[config.mk]
export PLATFORM = sky130hd
export DESIGN_NAME = byte_access_ctrl
export DESIGN_NICKNAME = d
export VERILOG_FILES = /design/src/rtl/byte_access_ctrl.sv
export SDC_FILE = /design/constraint.sdc
export NUM_CORES = 1
export LEC_CHECK = 0
export BUFFER_PORTS_ARGS = -buffer_cell sky130_fd_sc_hd__buf_2
export CAP_MARGIN = 15
export CORE_MARGIN = 5
export CORE_UTILIZATION = 29
export CTS_CLUSTER_SIZE = 30
export DETAILED_ROUTE_END_ITERATION = 10
export HOLD_SLACK_MARGIN = 0.12
export PLACE_DENSITY = 0.78
export SLEW_MARGIN = 25
export SYNTH_ARGS = -nofsm -noshare
export SYNTH_HDL_FRONTEND = slang
export SYNTH_SLANG_ARGS = --single-unit
export TNS_END_PERCENT = 50
[constraint.sdc]
create_clock -name clk -period 1.1 [get_ports clk]
set_clock_uncertainty 0.05 [all_clocks]
set_input_delay 0.11 -clock clk [delete_from_list [all_inputs] [get_ports clk]]
set_output_delay 0.11 -clock clk [all_outputs]
set_load 0.005 [all_outputs]
[src/rtl/byte_access_ctrl.sv]
// Byte access controller: passes word accesses straight through, and in byte mode
// word-aligns the address, merges the store byte into the read word and extracts the load byte.
module byte_access_ctrl (
  input  logic        clk,
  input  logic        rst_n,
  input  logic        BACOp,
  input  logic [31:0] Ain,
  input  logic [31:0] Din1,
  input  logic [31:0] Din2,
  output logic [31:0] Aout,
  output logic [31:0] Dout1,
  output logic [31:0] Dout2,
  output logic        AlignErr,
  output logic        ErrSticky
);

  localparam logic BAC_OP_WORD = 1'b0;
  localparam logic BAC_OP_BYTE = 1'b1;

  logic [1:0]  lane;
  logic [7:0]  load_byte;
  logic [31:0] merged_word;
  logic        err_sticky_q;
  logic        err_sticky_d;

  assign lane = Ain[1:0];

  // Lane selection is written as explicit cases so every path assigns a full value.
  always_comb begin
    merged_word = Din2;
    load_byte   = Din2[7:0];
    case (lane)
      2'd0: begin
        merged_word[7:0] = Din1[7:0];
        load_byte        = Din2[7:0];
      end
      2'd1: begin
        merged_word[15:8] = Din1[7:0];
        load_byte         = Din2[15:8];
      end
      2'd2: begin
        merged_word[23:16] = Din1[7:0];
        load_byte          = Din2[23:16];
      end
      default: begin
        merged_word[31:24] = Din1[7:0];
        load_byte          = Din2[31:24];
      end
    endcase
  end

  // Word mode is the default, so an unknown BACOp resolves to a plain assignment, never a latch.
  always_comb begin
    Aout     = Ain;
    Dout1    = Din1;
    Dout2    = Din2;
    AlignErr = (lane != 2'b00);
    if (BACOp == BAC_OP_BYTE) begin
      Aout     = {Ain[31:2], 2'b00};
      Dout1    = merged_word;
      Dout2    = {24'b0, load_byte};
      AlignErr = 1'b0;
    end else if (BACOp != BAC_OP_WORD) begin
      AlignErr = 1'b0;
    end
  end

  assign err_sticky_d = err_sticky_q | AlignErr;

  always_ff @(posedge clk or negedge rst_n) begin
    if (!rst_n) begin
      err_sticky_q <= 1'b0;
    end else begin
      err_sticky_q <= err_sticky_d;
    end
  end

  assign ErrSticky = err_sticky_q;

endmodule

==> PnR_summary.wiki, run 1 <==
{| class="wikitable"
! Metric !! Value
|-
| Outcome || finished, violations left
|-
| Violations in the final reports || setup timing
|-
| Worst IR drop on VDD || 212 uV
|-
| Ratio of total power to cell area || 445 nW/um^2
|-
| Mux contribution to synthesized area || 0.302
|-
| Total routed wire length on the met1 layer || 2.16 mm
|-
| Hold Vio Cnt, Final || 0
|-
| Synthesized netlist net count || 292
|-
| Worst Hold Slack || 170 ps
|-
| Router iterations before antenna repair || 4
|-
| Most frequent CP cell || sky130_fd_sc_hd__buf_12
|-
| Vertical extent of the die || 79.0 um
|-
| Number of standard cells in the layout, taps in and fillers out || 356
|-
| Antenna cells || 0
|-
| Ratio of cells with drive above 1 in the final layout || 0.609
|-
| Insertion delay of the later-clocked pin in the worst-skew pair || 0 ps
|-
| Kind of capture point of the worst setup path || output port
|-
| Die footprint || 6250 sq um
|-
| Path type of the worst min-delay path || primary input to output port
|-
| Worst Path Arrival || 1020 ps
|-
| Overall power after layout || 0.000991 W
|-
| Global route total overflow || 0
|-
| Syn. warnings || 0
|-
| Post-synth cell types || 19
|-
| Seq cells post-synth || 1
|-
| Longest individual stage delay on the worst path || 300 ps
|-
| Total global routing track utilization || 0.165
|-
| Via density per instance || 4.97
|-
| Vias in the first global route || 1741
|-
| Routed wire length per instance || 16.0 um
|-
| DIE WIDTH || 79.0 um
|-
| Fraction of synthesized cell area in xor and xnor cells || 0
|-
| Total number of vias || 1770
|-
| Critical path cell sequence || buf_12, o21a_4, buf_12, mux2_4, buf_6
|-
| Setup repair after global routing missed its margin || true
|-
| Count of boundary I/O pins || 197
|-
| Fillers || 452
|-
| Post-Synth Simple-Gate Area || 0.272
|-
| Routed Wire Length || 5.71 mm
|-
| Complex-gate fraction of the synthesized area || 0.179
|-
| Area of the multi-input gates || 1110 sq um
|-
| Floorplan row count || 25
|-
| Combinational family with the most area after synthesis || multiplexers
|-
| Weighted congestion at the end of routability-driven global placement || 0.721
|-
| Relative area change from synthesis to final layout || 61.0%
|-
| Total number of nets in the final design || 403
|-
| Placed Instances || 354
|-
| Maximum fanout encountered on the critical timing path || 7
|-
| Slowest CP cell || sky130_fd_sc_hd__mux2_4
|-
| Met3 wire len || 517 um
|-
| Tmin final || 1180 ps
|-
| Initial core utilization || 0.297
|-
| Least-Margin Pin Slew || 300 ps
|-
| Violation count after the first detailed-route iteration || 52
|-
| Crit path required time || 940 ps
|-
| Largest delay share family, worst path || buffers and inverters
|-
| Register Area || 25.0 sq um
|-
| Number of instances in the synthesized netlist || 193
|-
| Max Fclk || 846 MHz
|-
| Worst slack at placement || -166 ps
|-
| Floorplan core area || 4660 sq um
|-
| Bufs and invs on worst path || 3
|-
| Launching element type of the critical path || primary input
|-
| Port bufs || 136
|-
| DRC violations left || 0
|-
| Antenna violations before repair || 0
|-
| Top routing layer in use || met4
|-
| Maximum number of pins on one net before global-route repair || 43
|-
| Post-route fraction of the period consumed by the critical path || 1.08
|-
| Mean instance size in the synthesized netlist || 7.16 sq um
|-
| Number of maximum-capacitance constraint violations || 0
|-
| Cell Area, Synth || 1380 sq um
|-
| Sequential cell area fraction in the yosys report || 0.0181
|-
| Category of the critical setup timing path || primary input to output port
|-
| Global-route wire length before repair || 8.43 mm
|-
| Final-report max-slew violation count || 0
|-
| Worst Setup Slack, final || -82.6 ps
|-
| Area share of fa/ha/maj cells after synthesis || 0
|-
| Routed Antenna Nets || 0
|-
| Flip-flop count of the largest register, all copies and words added || 1
|-
| Pleak || 1.23 nW
|-
| Final setup viols || 10
|-
| Slew HR || 0.800
|-
| Half-perimeter wire length after placement || 4.64 mm
|-
| Routed length on met2 || 2.92 mm
|}
==> cells in the final DEF, fill, tap and decap left out <==
cell | synthesis | final
sky130_fd_sc_hd__buf_12 | 0 | 9
sky130_fd_sc_hd__a21oi_1 | 24 | 24
sky130_fd_sc_hd__mux2i_2 | 0 | 2
sky130_fd_sc_hd__and2_4 | 0 | 1
sky130_fd_sc_hd__a221oi_2 | 8 | 8
sky130_fd_sc_hd__dfrtp_1 | 1 | 1
sky130_fd_sc_hd__or2_2 | 1 | 1
sky130_fd_sc_hd__nand2b_4 | 0 | 2
sky130_fd_sc_hd__mux2_2 | 6 | 5
sky130_fd_sc_hd__or3_1 | 1 | 1
sky130_fd_sc_hd__buf_4 | 33 | 2
sky130_fd_sc_hd__buf_8 | 0 | 3
sky130_fd_sc_hd__buf_6 | 2 | 11
sky130_fd_sc_hd__nor2_4 | 0 | 2
sky130_fd_sc_hd__mux2i_4 | 0 | 1
sky130_fd_sc_hd__nor2_1 | 32 | 27
sky130_fd_sc_hd__nand2_2 | 1 | 1
sky130_fd_sc_hd__buf_2 | 3 | 129
sky130_fd_sc_hd__o21a_4 | 0 | 1
sky130_fd_sc_hd__mux2i_1 | 32 | 29
sky130_fd_sc_hd__nor2b_1 | 35 | 35
sky130_fd_sc_hd__dlygate4sd3_1 | 0 | 1
sky130_fd_sc_hd__nor2_2 | 0 | 3
sky130_fd_sc_hd__mux2_4 | 2 | 3
==> per-stage QoR <==
step                cell area (sq um)  setup TNS (ps)   util
finish                           2230            -483  0.478
global route                     2230           -1060  0.478
CTS                              2160           -1150  0.464
detailed placement               2010           -3360  0.430
global placement                 2010           -2850  0.430
floorplan                        1380               0      -
==> cell type report <==
type,instances,area share
tap,54,0.0304
sequential,1,0.0112
timing repair buffer,155,0.458
multi-input combinational,146,0.500
==> kinds of logic after synthesis <==
family / Yosys count
multiplexers: 40
AND/OR/NAND/NOR: 73
buffers and inverters: 46
AO/OA/AOI/OAI: 33
flip-flops: 1
==> path summary, 6_finish.rpt <==
kind / endpoint / slack (ps) / depth (start not counted) / start
max in group asynchronous: ErrSticky / 530 / 2 / rst_n
setup / recovery: Dout1[6] / -80 / 5 / Ain[0]
setup reg to reg: ErrSticky / 200 / 1 / ErrSticky
hold reg to reg: ErrSticky / 410 / 1 / ErrSticky
min in group asynchronous: ErrSticky / 380 / 2 / rst_n
hold / removal: Aout[25] / 170 / 0 / Ain[25]
==> layer usage <==
layer	up-vias	global-route usage
met3	18	0.0295
met2	100	0.314
met1	802	0.189
li1	850	-
met5	-	0
met4	0	0.0361
==> power breakdown <==
part,switching [W],internal (W),total [W]
Clock,0,0,0
Sequential,0.000000000000218,0.0000375,0.0000375
Combinational,0.000425,0.000528,0.000953
==> synth_stat cells <==
cell / count / area [sq um]
sky130_fd_sc_hd__nor2b_1: 35 / 219
sky130_fd_sc_hd__buf_4: 33 / 248
sky130_fd_sc_hd__mux2i_1: 32 / 320
sky130_fd_sc_hd__nor2_1: 32 / 120
sky130_fd_sc_hd__a21oi_1: 24 / 120
sky130_fd_sc_hd__a221oi_2: 8 / 120
sky130_fd_sc_hd__clkbuf_1: 6 / 22.5
sky130_fd_sc_hd__mux2_2: 6 / 67.6
sky130_fd_sc_hd__buf_2: 3 / 15.0
sky130_fd_sc_hd__buf_1: 2 / 7.51
sky130_fd_sc_hd__buf_6: 2 / 22.5
sky130_fd_sc_hd__mux2_4: 2 / 30.0
sky130_fd_sc_hd__nand2b_1: 2 / 12.5
sky130_fd_sc_hd__and2_1: 1 / 6.26
sky130_fd_sc_hd__dfrtp_1: 1 / 25.0
sky130_fd_sc_hd__nand2_2: 1 / 6.26
sky130_fd_sc_hd__o21a_1: 1 / 7.51
sky130_fd_sc_hd__or2_2: 1 / 6.26
sky130_fd_sc_hd__or3_1: 1 / 6.26
==> what timing repair did <==
action,CTS,global route
cloned,1,0
hold buffers,1,0
pin swaps,4,20
setup endpoints to repair,38,41
hold endpoints to repair,1,0
setup buffers,1,0
gates resized for setup,28,19
Note: power is estimated with default switching activity, not from simulation.
==> inputs of run 2 (changes only) <==
--- a/config.mk
+++ b/config.mk
@@ -7,12 +7,14 @@
 export LEC_CHECK = 0
 export BUFFER_PORTS_ARGS = -buffer_cell sky130_fd_sc_hd__buf_2
 export CAP_MARGIN = 15
+export CORE_ASPECT_RATIO = 0.6
 export CORE_MARGIN = 5
 export CORE_UTILIZATION = 29
 export CTS_CLUSTER_SIZE = 30
 export DETAILED_ROUTE_END_ITERATION = 10
 export HOLD_SLACK_MARGIN = 0.12
 export PLACE_DENSITY = 0.78
+export SKIP_LAST_GASP = 1
 export SLEW_MARGIN = 25
 export SYNTH_ARGS = -nofsm -noshare
 export SYNTH_HDL_FRONTEND = slang
==> run 2 against run 1 <==
Compared with the run above: critical path type unchanged; cell count rose by 2.8%; sequential cell count did not move; worst setup slack improved by 23 ps; the run still ends with setup timing left; sequential power barely moved; highest routed layer unchanged.
==> PnR_summary.wiki, run 2 (synthesized netlist as in run 1, its figures left out) <==
{| class="wikitable"
! Metric !! Value
|-
| Outcome || finished, violations left
|-
| Violations in the final reports || setup timing
|-
| Total Neg Setup Slack || -295 ps (+188 ps)
|-
| Weighted congestion at the end of routability-driven global placement || 0.926 (+28%)
|-
| Routed wire length per instance || 14.7 um (-8.1%)
|-
| Worst setup slack for register-to-register paths || 200 ps (about the same)
|-
| Die footprint || 6290 sq um (+0.73%)
|-
| Commonest cells after routing, fill and taps aside || sky130_fd_sc_hd__buf_2 (131), sky130_fd_sc_hd__nor2b_1 (35), sky130_fd_sc_hd__nor2_1 (32)
|-
| Number of stages on the worst setup path || 5 (unchanged)
|-
| Number of maximum-capacitance constraint violations || 0 (unchanged)
|-
| Maximum fanout encountered on the critical timing path || 8 (+1)
|-
| DRC violations left || 0 (unchanged)
|-
| Category of the critical setup timing path || primary input to output port
|-
| Crit path required time || 940 ps (about the same)
|-
| Worst Setup Slack, final || -59.5 ps (+23.1 ps)
|-
| Path type of the worst min-delay path || primary input to output port
|-
| Violation count after the first detailed-route iteration || 30 (-42%)
|-
| Tmin final || 1160 ps (-23.1 ps)
|-
| Hold Vio Cnt, Final || 0 (unchanged)
|-
| Vias in the first global route || 1764 (+1.3%)
|-
| Launching element type of the critical path || primary input
|-
| First element of the critical path || Ain[1]
|-
| Overall power after layout || 0.000910 W (-8.1%)
|-
| Routed Wire Length || 5.39 mm (-5.5%)
|-
| Worst IR drop on VDD || 179 uV (-16%)
|-
| DIE WIDTH || 99.1 um (+25%)
|-
| Pleak || 1.18 nW (-3.9%)
|-
| Worst flop-to-flop path startpoint || ErrSticky
|-
| Antenna violations before repair || 0 (unchanged)
|-
| Relative area change from synthesis to final layout || 50.8%
|-
| Total global routing track utilization || 0.155 (-0.00987)
|-
| Post-route fraction of the period consumed by the critical path || 1.05 (-0.0210)
|-
| Most frequent CP cell || sky130_fd_sc_hd__buf_6
|-
| Final setup viols || 9 (-1)
|-
| Initial core utilization || 0.301 (+0.00469)
|-
| Kind of capture point of the worst setup path || output port
|-
| Floorplan core area || 4590 sq um (-1.6%)
|-
| Floorplan row count || 19 (-24%)
|-
| Slew HR || 0.862 (+0.0621)
|-
| Capture point of the worst reg-to-reg path || ErrSticky
|-
| Total number of vias || 1710 (-3.4%)
|-
| Area post-placement || 1980 sq um (-1.2%)
|-
| Via density per instance || 4.67 (-6.0%)
|-
| Insertion delay of the later-clocked pin in the worst-skew pair || 0 ps (unchanged)
|-
| Worst slack at placement || -180 ps (-13.8 ps)
|-
| Largest delay share family, worst path || buffers and inverters
|-
| Design area || 2080 sq um (-6.4%)
|-
| Critical path cell sequence || buf_12, o21a_4, buf_6, mux2_4, buf_6
|-
| Global route total overflow || 0 (unchanged)
|-
| Port bufs || 136 (unchanged)
|-
| Global-route wire length before repair || 8.28 mm (-1.8%)
|-
| Max Fclk || 862 MHz (+2.0%)
|-
| Ratio of cells with drive above 1 in the final layout || 0.587 (-0.0218)
|-
| Most common cell after layout, fill and taps aside || sky130_fd_sc_hd__buf_2
|-
| Half-perimeter wire length after placement || 4.58 mm (-1.2%)
|-
| Critical path capture point || Dout1[7]
|-
| Count of boundary I/O pins || 197 (unchanged)
|-
| Count of cells along the worst hold path || 0 (unchanged)
|-
| Least-Margin Pin Slew || 202 ps (-98.3 ps)
|-
| Router iterations before antenna repair || 4 (unchanged)
|-
| Maximum number of pins on one net before global-route repair || 29 (-33%)
|-
| Longest individual stage delay on the worst path || 300 ps (about the same)
|-
| Ratio of total power to cell area || 437 nW/um^2 (-1.9%)
|-
| Worst Path Arrival || 1000 ps (-20 ps)
|-
| Vertical extent of the die || 63.5 um (-20%)
|-
| Slowest CP cell || sky130_fd_sc_hd__mux2_4
|-
| Worst reg-to-reg path cell count || 1 (unchanged)
|-
| Bufs and invs on worst path || 3 (unchanged)
|-
| Final-report max-slew violation count || 0 (unchanged)
|-
| Setup repair after global routing missed its margin || true
|-
| Routed Antenna Nets || 0 (unchanged)
|-
| Antenna cells || 0 (unchanged)
|-
| Flip-flop count of the largest register, all copies and words added || 1 (unchanged)
|-
| Total number of nets in the final design || 404 (+0.25%)
|}
## run 2: worst min-delay path by stage
stage,start,end,slack (ps)
2_1_floorplan,rst_n,ErrSticky,-240
3_3_place_gp,rst_n,ErrSticky,-160
3_5_place_dp,rst_n,ErrSticky,-160
4_1_cts,Ain[22],Aout[22],170
5_1_grt,Ain[11],Aout[11],170
6_report,Ain[11],Aout[11],170
## run 2: through the flow
| step | hold WS [ps] | std cells | util |
|---|---|---|---|
| finish | 170 | 366 | 0.454 |
| global route | 170 | 366 | 0.454 |
| CTS | 170 | 366 | 0.448 |
| detailed placement | -160 | 365 | 0.432 |
| global placement | -161 | 365 | 0.432 |
| floorplan | -236 | 193 | - |
## run 2: layout make-up
type	count	area (sq um)
multi-input cells	146	1080
fillers	465	2500
flip-flops and latches	1	25.0
well taps	63	78.8
repair buffers	156	905
## run 2: layer usage
layer  track usage  up-vias  part of all wire
met5             0        -                 0
met4        0.0239        0             0.012
met3        0.0342       14              0.11
met2         0.284      104              0.45
met1         0.187      742              0.42
li1              -      850                 -
## run 2: timing repair
item                                   4_1_cts  5_1_grt
endpoints found under the hold margin        1        0
pin swaps                                    4        3
gates resized for setup                     16        6
setup buffers                                0        0
setup endpoints to repair                   33       38
hold buffers                                 1        0
## run 2: where the power goes
part           total [W]      switching [W]  internal [W]
clock                  0                  0             0
sequential     0.0000375  0.000000000000194     0.0000375
combinational   0.000873           0.000402      0.000471
